`src/rtl/serialload.sv`:
```
// serialload: receives a data stream from a UART byte interface, assembles it into
// DATA_WIDTH words (ASCII hex or raw binary), buffers the words in a FIFO and writes them
// to consecutive addresses on a simple master bus starting at BASE.
//
// Ports:
//   clk, rst           single rising-edge clock, synchronous active-high reset
//   s_a/s_d/s_we       control register index, write data, write strobe
//   s_spo              control read data, combinational from s_a
//   s_ready            always 1
//   m_req/m_gnt        bus request (held while busy) / grant
//   m_a/m_d/m_we       write address, write data, one-cycle write strobe
//   m_rd               always 0 (write-only master)
//   m_ready            slave can accept a new access
//   uart_data/ready    received byte, one-cycle valid pulse
//
// Registers: 0 CTRL (W: bit0 start, bit1 mode 0=hex 1=binary, bit2 abort), 1 BASE, 2 LEN,
// 3 STATUS {overflow, done, busy}, 4 WORDS, 5 CSUM.
module serialload #(
  parameter int unsigned DATA_WIDTH = 32,
  parameter int unsigned FIFO_DEPTH = 64,
  parameter int unsigned ADDR_WIDTH = 32
) (
  input  logic                  clk,
  input  logic                  rst,
  input  logic [2:0]            s_a,
  input  logic [31:0]           s_d,
  input  logic                  s_we,
  output logic [31:0]           s_spo,
  output logic                  s_ready,
  output logic                  m_req,
  input  logic                  m_gnt,
  output logic [ADDR_WIDTH-1:0] m_a,
  output logic [DATA_WIDTH-1:0] m_d,
  output logic                  m_we,
  output logic                  m_rd,
  input  logic                  m_ready,
  input  logic [7:0]            uart_data,
  input  logic                  uart_ready
);

  localparam int unsigned Bytes    = DATA_WIDTH / 8;
  localparam int unsigned Nibs     = DATA_WIDTH / 4;
  localparam int unsigned PtrW     = $clog2(FIFO_DEPTH);
  localparam int unsigned CntW     = PtrW + 1;
  localparam logic [4:0]  LastByte = 5'(Bytes - 1);
  localparam logic [4:0]  LastNib  = 5'(Nibs - 1);
  localparam logic [CntW-1:0]       FifoFull = CntW'(FIFO_DEPTH);
  localparam logic [ADDR_WIDTH-1:0] AddrStep = ADDR_WIDTH'(Bytes);

  typedef enum logic [1:0] {StIdle, StReq, StRun, StDrain} state_e;

  state_e                state_q, state_d;
  logic                  mode_q;
  logic [31:0]           base_q, len_q, words_q;
  logic [31:0]           csum_q, csum_d;
  logic [31:0]           byte_cnt_q, byte_cnt_d;
  logic                  done_q, ovf_q, done_set;
  logic [DATA_WIDTH-1:0] asm_q, asm_d, bin_word, push_word;
  logic [4:0]            cnt_q, cnt_d;
  logic [ADDR_WIDTH-1:0] m_a_q;
  logic [DATA_WIDTH-1:0] m_d_q;
  logic                  m_we_q;
  logic                  push, push_ok, issue;

  logic [DATA_WIDTH-1:0] mem_q [FIFO_DEPTH];
  logic [PtrW-1:0]       wr_ptr_q, rd_ptr_q;
  logic [CntW-1:0]       count_q;
  logic                  fifo_empty, fifo_full, fifo_flush;

  logic       ctrl_wr, start_cmd, abort_cmd, start_go, busy;
  logic       is_hex;
  logic [3:0] nib;

  assign ctrl_wr   = s_we && (s_a == 3'd0);
  assign abort_cmd = ctrl_wr && s_d[2];
  // Abort takes priority over a start carried in the same write.
  assign start_cmd = ctrl_wr && s_d[0] && !s_d[2];
  assign start_go  = (state_q == StIdle) && start_cmd;
  assign busy      = (state_q != StIdle);

  assign fifo_empty = (count_q == '0);
  assign fifo_full  = (count_q == FifoFull);
  assign fifo_flush = abort_cmd || start_go;
  assign push_ok    = push && !fifo_full;
  // One write in flight at a time: the cycle after a strobe is spent advancing m_a.
  assign issue = ((state_q == StRun) || (state_q == StDrain)) && !fifo_empty && m_ready &&
                 !m_we_q && !abort_cmd;

  assign s_ready = 1'b1;
  assign m_rd    = 1'b0;
  assign m_req   = busy;
  assign m_a     = m_a_q;
  assign m_d     = m_d_q;
  assign m_we    = m_we_q;

  always_comb begin
    is_hex = 1'b1;
    nib    = 4'h0;
    if (uart_data >= 8'h30 && uart_data <= 8'h39) begin
      nib = uart_data[3:0];
    end else if ((uart_data >= 8'h61 && uart_data <= 8'h66) ||
                 (uart_data >= 8'h41 && uart_data <= 8'h46)) begin
      nib = uart_data[3:0] + 4'd9;
    end else begin
      is_hex = 1'b0;
    end
  end

  // Binary bytes land little-endian at the current byte slot.
  always_comb begin
    bin_word = asm_q;
    for (int b = 0; b < int'(Bytes); b++) begin
      if (cnt_q == 5'(b)) bin_word[b*8 +: 8] = uart_data;
    end
  end

  always_comb begin
    state_d    = state_q;
    asm_d      = asm_q;
    cnt_d      = cnt_q;
    byte_cnt_d = byte_cnt_q;
    csum_d     = csum_q;
    push       = 1'b0;
    push_word  = asm_q;
    done_set   = 1'b0;
    case (state_q)
      StIdle: begin
        if (start_cmd) begin
          state_d    = StReq;
          asm_d      = '0;
          cnt_d      = '0;
          byte_cnt_d = '0;
          csum_d     = '0;
        end
      end
      StReq: begin
        if (m_gnt) state_d = StRun;
      end
      StRun: begin
        if (!mode_q) begin
          if (uart_ready) begin
            if (is_hex) begin
              asm_d = {asm_q[DATA_WIDTH-5:0], nib};
              // Second nibble of a pair completes a byte for the checksum.
              if (cnt_q[0]) csum_d = csum_q + {24'd0, asm_q[3:0], nib};
              if (cnt_q == LastNib) begin
                push      = 1'b1;
                push_word = {asm_q[DATA_WIDTH-5:0], nib};
                asm_d     = '0;
                cnt_d     = '0;
              end else begin
                cnt_d = cnt_q + 5'd1;
              end
            end else if (uart_data == 8'h20) begin
              state_d = StDrain;
              asm_d   = '0;
              cnt_d   = '0;
            end
          end
        end else if (byte_cnt_q == len_q) begin
          state_d = StDrain;
        end else if (uart_ready) begin
          asm_d      = bin_word;
          csum_d     = csum_q + {24'd0, uart_data};
          byte_cnt_d = byte_cnt_q + 32'd1;
          if (cnt_q == LastByte || byte_cnt_d == len_q) begin
            push      = 1'b1;
            push_word = bin_word;
            asm_d     = '0;
            cnt_d     = '0;
            if (byte_cnt_d == len_q) state_d = StDrain;
          end else begin
            cnt_d = cnt_q + 5'd1;
          end
        end
      end
      StDrain: begin
        if (fifo_empty && !m_we_q) begin
          state_d  = StIdle;
          done_set = 1'b1;
        end
      end
      default: state_d = StIdle;
    endcase
    if (abort_cmd) begin
      state_d    = StIdle;
      asm_d      = '0;
      cnt_d      = '0;
      csum_d     = csum_q;
      byte_cnt_d = byte_cnt_q;
      push       = 1'b0;
      done_set   = 1'b0;
    end
  end

  always_ff @(posedge clk) begin
    if (rst) begin
      state_q    <= StIdle;
      mode_q     <= 1'b0;
      base_q     <= '0;
      len_q      <= '0;
      words_q    <= '0;
      csum_q     <= '0;
      byte_cnt_q <= '0;
      done_q     <= 1'b0;
      ovf_q      <= 1'b0;
      asm_q      <= '0;
      cnt_q      <= '0;
      m_a_q      <= '0;
      m_d_q      <= '0;
      m_we_q     <= 1'b0;
    end else begin
      state_q    <= state_d;
      asm_q      <= asm_d;
      cnt_q      <= cnt_d;
      byte_cnt_q <= byte_cnt_d;
      csum_q     <= csum_d;
      if (s_we && s_a == 3'd1) base_q <= s_d;
      if (s_we && s_a == 3'd2) len_q <= s_d;
      if (start_go) mode_q <= s_d[1];
      if (start_go || abort_cmd) done_q <= 1'b0;
      else if (done_set)         done_q <= 1'b1;
      if (start_go)                  ovf_q <= 1'b0;
      else if (push && fifo_full)    ovf_q <= 1'b1;
      m_we_q <= issue;
      if (issue) m_d_q <= mem_q[rd_ptr_q];
      // A strobe already on the bus still completes its bookkeeping, even under abort.
      if (start_go)    m_a_q <= ADDR_WIDTH'(base_q);
      else if (m_we_q) m_a_q <= m_a_q + AddrStep;
      if (start_go)    words_q <= '0;
      else if (m_we_q) words_q <= words_q + 32'd1;
    end
  end

  always_ff @(posedge clk) begin
    if (rst || fifo_flush) begin
      wr_ptr_q <= '0;
      rd_ptr_q <= '0;
      count_q  <= '0;
    end else begin
      if (push_ok) wr_ptr_q <= wr_ptr_q + 1'b1;
      if (issue)   rd_ptr_q <= rd_ptr_q + 1'b1;
      count_q <= count_q + CntW'(push_ok) - CntW'(issue);
    end
  end

  always_ff @(posedge clk) begin
    if (push_ok) mem_q[wr_ptr_q] <= push_word;
  end

  always_comb begin
    case (s_a)
      3'd1:    s_spo = base_q;
      3'd2:    s_spo = len_q;
      3'd3:    s_spo = {29'd0, ovf_q, done_q, busy};
      3'd4:    s_spo = words_q;
      3'd5:    s_spo = csum_q;
      default: s_spo = 32'd0;
    endcase
  end

endmodule

```
`config.mk`:
```
export PLATFORM = sky130hd
export DESIGN_NAME = serialload
export DESIGN_NICKNAME = d
export VERILOG_FILES = /design/src/rtl/serialload.sv
export SDC_FILE = /design/constraint.sdc
export NUM_CORES = 2
export LEC_CHECK = 0
export BUFFER_PORTS_ARGS = -buffer_cell sky130_fd_sc_hd__buf_4
export CORE_MARGIN = 5
export CORE_UTILIZATION = 55
export CTS_CLUSTER_DIAMETER = 200
export CTS_CLUSTER_SIZE = 24
export DETAILED_ROUTE_END_ITERATION = 7
export PLACE_DENSITY = 0.71
export SYNTH_ARGS = -nofsm -noshare
export SYNTH_HDL_FRONTEND = slang
export SYNTH_SLANG_ARGS = --single-unit
```
`constraint.sdc`:
```
create_clock -name clk -period 8.2 [get_ports clk]
set_input_delay 1.64 -clock clk [delete_from_list [all_inputs] [get_ports clk]]
set_output_delay 1.64 -clock clk [all_outputs]
set_load 0.05 [all_outputs]
```
==> out/qor.txt <==
Multi-input gate area -> 26030 um2
Worst rel slew slack -> 0.1502
Post-synth top area cell -> edfxtp_1
First-pass detailed-route iteration total -> 6
Final min period -> 6.294 ns
Die width -> 423.3 um
Synth top area share -> 0.6547
DP HPWL -> 143300 um
PortBufs -> 146
Crit path DAT -> 6.84 ns
Final setup fails -> 0
# DRC -> 0
Fin. Hold Viols -> 0
Filler cells -> 12088
CP max FO -> 41
Final-report max-slew violation count -> 0
Die Ht -> 423.3 um
Synth area leaders -> edfxtp_1, mux4_2, dfxtp_1
Critical path launch point -> byte_cnt_q[0]
# nets final -> 5215
Ys async rst share -> 0
P&R area growth vs syn -> 7.994%
Synth unique cells -> 83
CTS Hold Bufs -> 0
Ports -> 149
Syn Inst Count -> 5076
Synth Warn # -> 0
Initial antenna violation count -> 12
Largest net degree at the start of global routing -> 158
Total grt overflow -> 0
FF+latch count, synth -> 2334
Max frequency -> 158.9 MHz
Sequential Area -> 67250 um2
Synth Net Count -> 5161
Die Area -> 179200 um2
Syn_area_per_cell -> 18.51 um2
Synth Flop Type -> edfxtp_1
Worst reg2reg startpoint -> byte_cnt_q[0]
Total GRT Usage -> 0.2590
Worst skew pair latency -> 0.77 ns
CP Class -> reg -> reg
Worst-margin pin slew -> 1.275 ns
Most frequent cells in the layout -> edfxtp_1, mux4_2, nand2_1
Worst Setup Start Kind -> flip-flop
Clk sinks -> 2334
Post-synth EDFFs -> 2048
Type of element capturing the critical path -> flip-flop
Final period util -> 0.7676
CTS clock-pin slew for the worst setup and hold paths -> 0.10 ns
CTS tree -> yes
CTS Buf Count -> 107
Share of layout cells above drive strength 1 -> 0.2283
First-pass GRT wire length -> 338900 um
Crit-path slowest cell -> nor3_1
Site Rows -> 151
Leak pwr -> 28.03 nW
Post-CTS setup buffers -> 0
Routed vias/inst -> 6.583
Highest ir drop seen on vdd -> 0.0002082 V
Power Total -> 0.01931 W
Commonest non-fill, non-tap cell in the layout -> edfxtp_1
CP peak stage delay -> 1.08 ns
Clk root buf -> clkbuf_16
ANT nets after route -> 0
Power per standard cell area -> 190.3 nW/um2
Initial drt markers -> 6561
Max_cap viols -> 0
Cell mode on critical path -> nor4_2
H-tree depth -> 3
RSZ-0062 raised after global routing -> false
Synth Cell Area -> 93940 um2
Critical Path, Cell by Cell -> ha_1, nand4_1, nor4_2, nand2_1, a211oi_1, a21oi_1, nor4_2, a31oi_1, nor3_1, a211o_2, buf_4
Initial core utilization -> 0.5537
CORE AREA -> 169700 um2
Wire per inst -> 31.51 um
Vias in the first global route -> 47761
Clk_skew -> 0.03897 ns
Hold wc startpoint -> m_d[3]
Post-synthesis sequential area ratio -> 0.7156
Total wire length -> 233900 um
CTS resizes -> 0
Worst EP required -> 8.75 ns
Setup tns final -> 0 ns
GPL Wtd Cong -> 0.8963
Hold Path Class -> reg -> reg
Status -> finished, final reports clean
Clock Tree Buf Depth -> 3
Total number of vias -> 48869
[flip-flops by register name, summed over array words and instances, names as in the netlist]
signal	count
mode_q	1
m_we	1
base_q	32
asm_q	32
len_q	32
rd_ptr_q	6
csum_q	32
state_q	2
mem_q	2048
cnt_q	5
wr_ptr_q	6
byte_cnt_q	32
words_q	32
count_q	7
done_q	1
m_d	32
ovf_q	1
m_a	32
[routing by layer]
metal | vias to the layer above | track usage | part of all wire
met5 | - | 0 | 0.000056
met4 | 2 | 0.08101 | 0.033
met3 | 280 | 0.03879 | 0.088
met2 | 2359 | 0.4179 | 0.49
met1 | 25685 | 0.3717 | 0.39
li1 | 20543 | - | -
[path summary, 6_finish.rpt]
path,slack [ns],to,cells past startpoint
setup reg to reg,1.91,mem_q[8][21],11
setup / recovery,1.91,mem_q[8][21],11
hold reg to reg,0.46,m_d[3],2
hold / removal,0.46,m_d[3],2
[worst max-delay path, delay by kind of cell, from the launching register on]
family	cells	cell delay [ns]
compound gates	4	1.87
fa+ha+maj	1	0.33
buf+inv	1	0.43
flops	1	0.49
simple gates	5	2.93
[stage by stage]
step | instances | utilization | setup WS (ns) | cell area (um2) | hold slack (ns)
after floorplan | 5076 | - | 1.602 | 93940 | 0.4141
after detailed placement | 7239 | 0.5796 | 1.513 | 98340 | 0.4499
final | 7424 | 0.5979 | 1.906 | 101400 | 0.4611
after global routing | 7424 | 0.5979 | 1.518 | 101400 | 0.4836
after global placement | 7239 | 0.5796 | 1.629 | 98340 | 0.4435
after CTS | 7413 | 0.5978 | 2.028 | 101400 | 0.4628
[power by group]
part	leakage [nW]	total, W	switching (W)	internal [W]
logic	7.12	0.000443	0.000320	0.000123
registers	19.4	0.0128	0.0000256	0.0128
clock network	1.47	0.00606	0.00356	0.00251
total	28.0	0.0193	0.00390	0.0154
[area by class of cell]
class	count	share of cell area
antenna	11	0.0002713
tap	2218	0.02736
timing repair buffer	267	0.02078
sequential	2334	0.6629
inverter	47	0.001739
clock inverter	6	0.001258
multi-input combinational	2373	0.2566
clock buffer	168	0.02907
[synth_stat cells, types with 7 or more instances]
| master | n |
|---|---|
| o31ai_1 | 9 |
| a21oi_1 | 196 |
| xnor2_1 | 103 |
| o22a_1 | 8 |
| or3_1 | 19 |
| o21ai_0 | 58 |
| mux4_2 | 664 |
| edfxtp_1 | 2048 |
| mux2i_1 | 56 |
| buf_2 | 15 |
| and4_1 | 9 |
| nor3_1 | 31 |
| clkbuf_1 | 246 |
| o221a_2 | 7 |
| nand3_1 | 52 |
| and3_1 | 30 |
| nand2b_1 | 14 |
| nand2_1 | 304 |
| o211ai_1 | 8 |
| o22ai_1 | 68 |
| nor2_1 | 270 |
| or4_1 | 9 |
| nor4b_1 | 9 |
| nor4_1 | 22 |
| dfxtp_1 | 286 |
| buf_1 | 58 |
| ha_1 | 34 |
| o221ai_1 | 8 |
| a211oi_1 | 51 |
| a22oi_1 | 44 |
| nor2b_1 | 17 |
| and2_1 | 19 |
| mux2_2 | 9 |
| xor2_1 | 67 |
| inv_1 | 46 |
| nand4_1 | 36 |
| a2bb2oi_1 | 23 |
| nor2_2 | 8 |
[kinds of logic (layout without fill, tap and decap cells)]
| group | after synthesis | after routing | synth area share |
|---|---|---|---|
| buf+inv | 369 | 488 | 0.01510 |
| flops | 2334 | 2334 | 0.7156 |
| xor+xnor | 170 | 170 | 0.01585 |
| other cells | 2 | 13 | 0.00007995 |
| mux | 729 | 729 | 0.1662 |
| fa+ha+maj | 36 | 36 | 0.004955 |
| compound gates | 554 | 554 | 0.03809 |
| simple gates | 882 | 882 | 0.04402 |
Note: power is estimated with default switching activity, not from simulation.
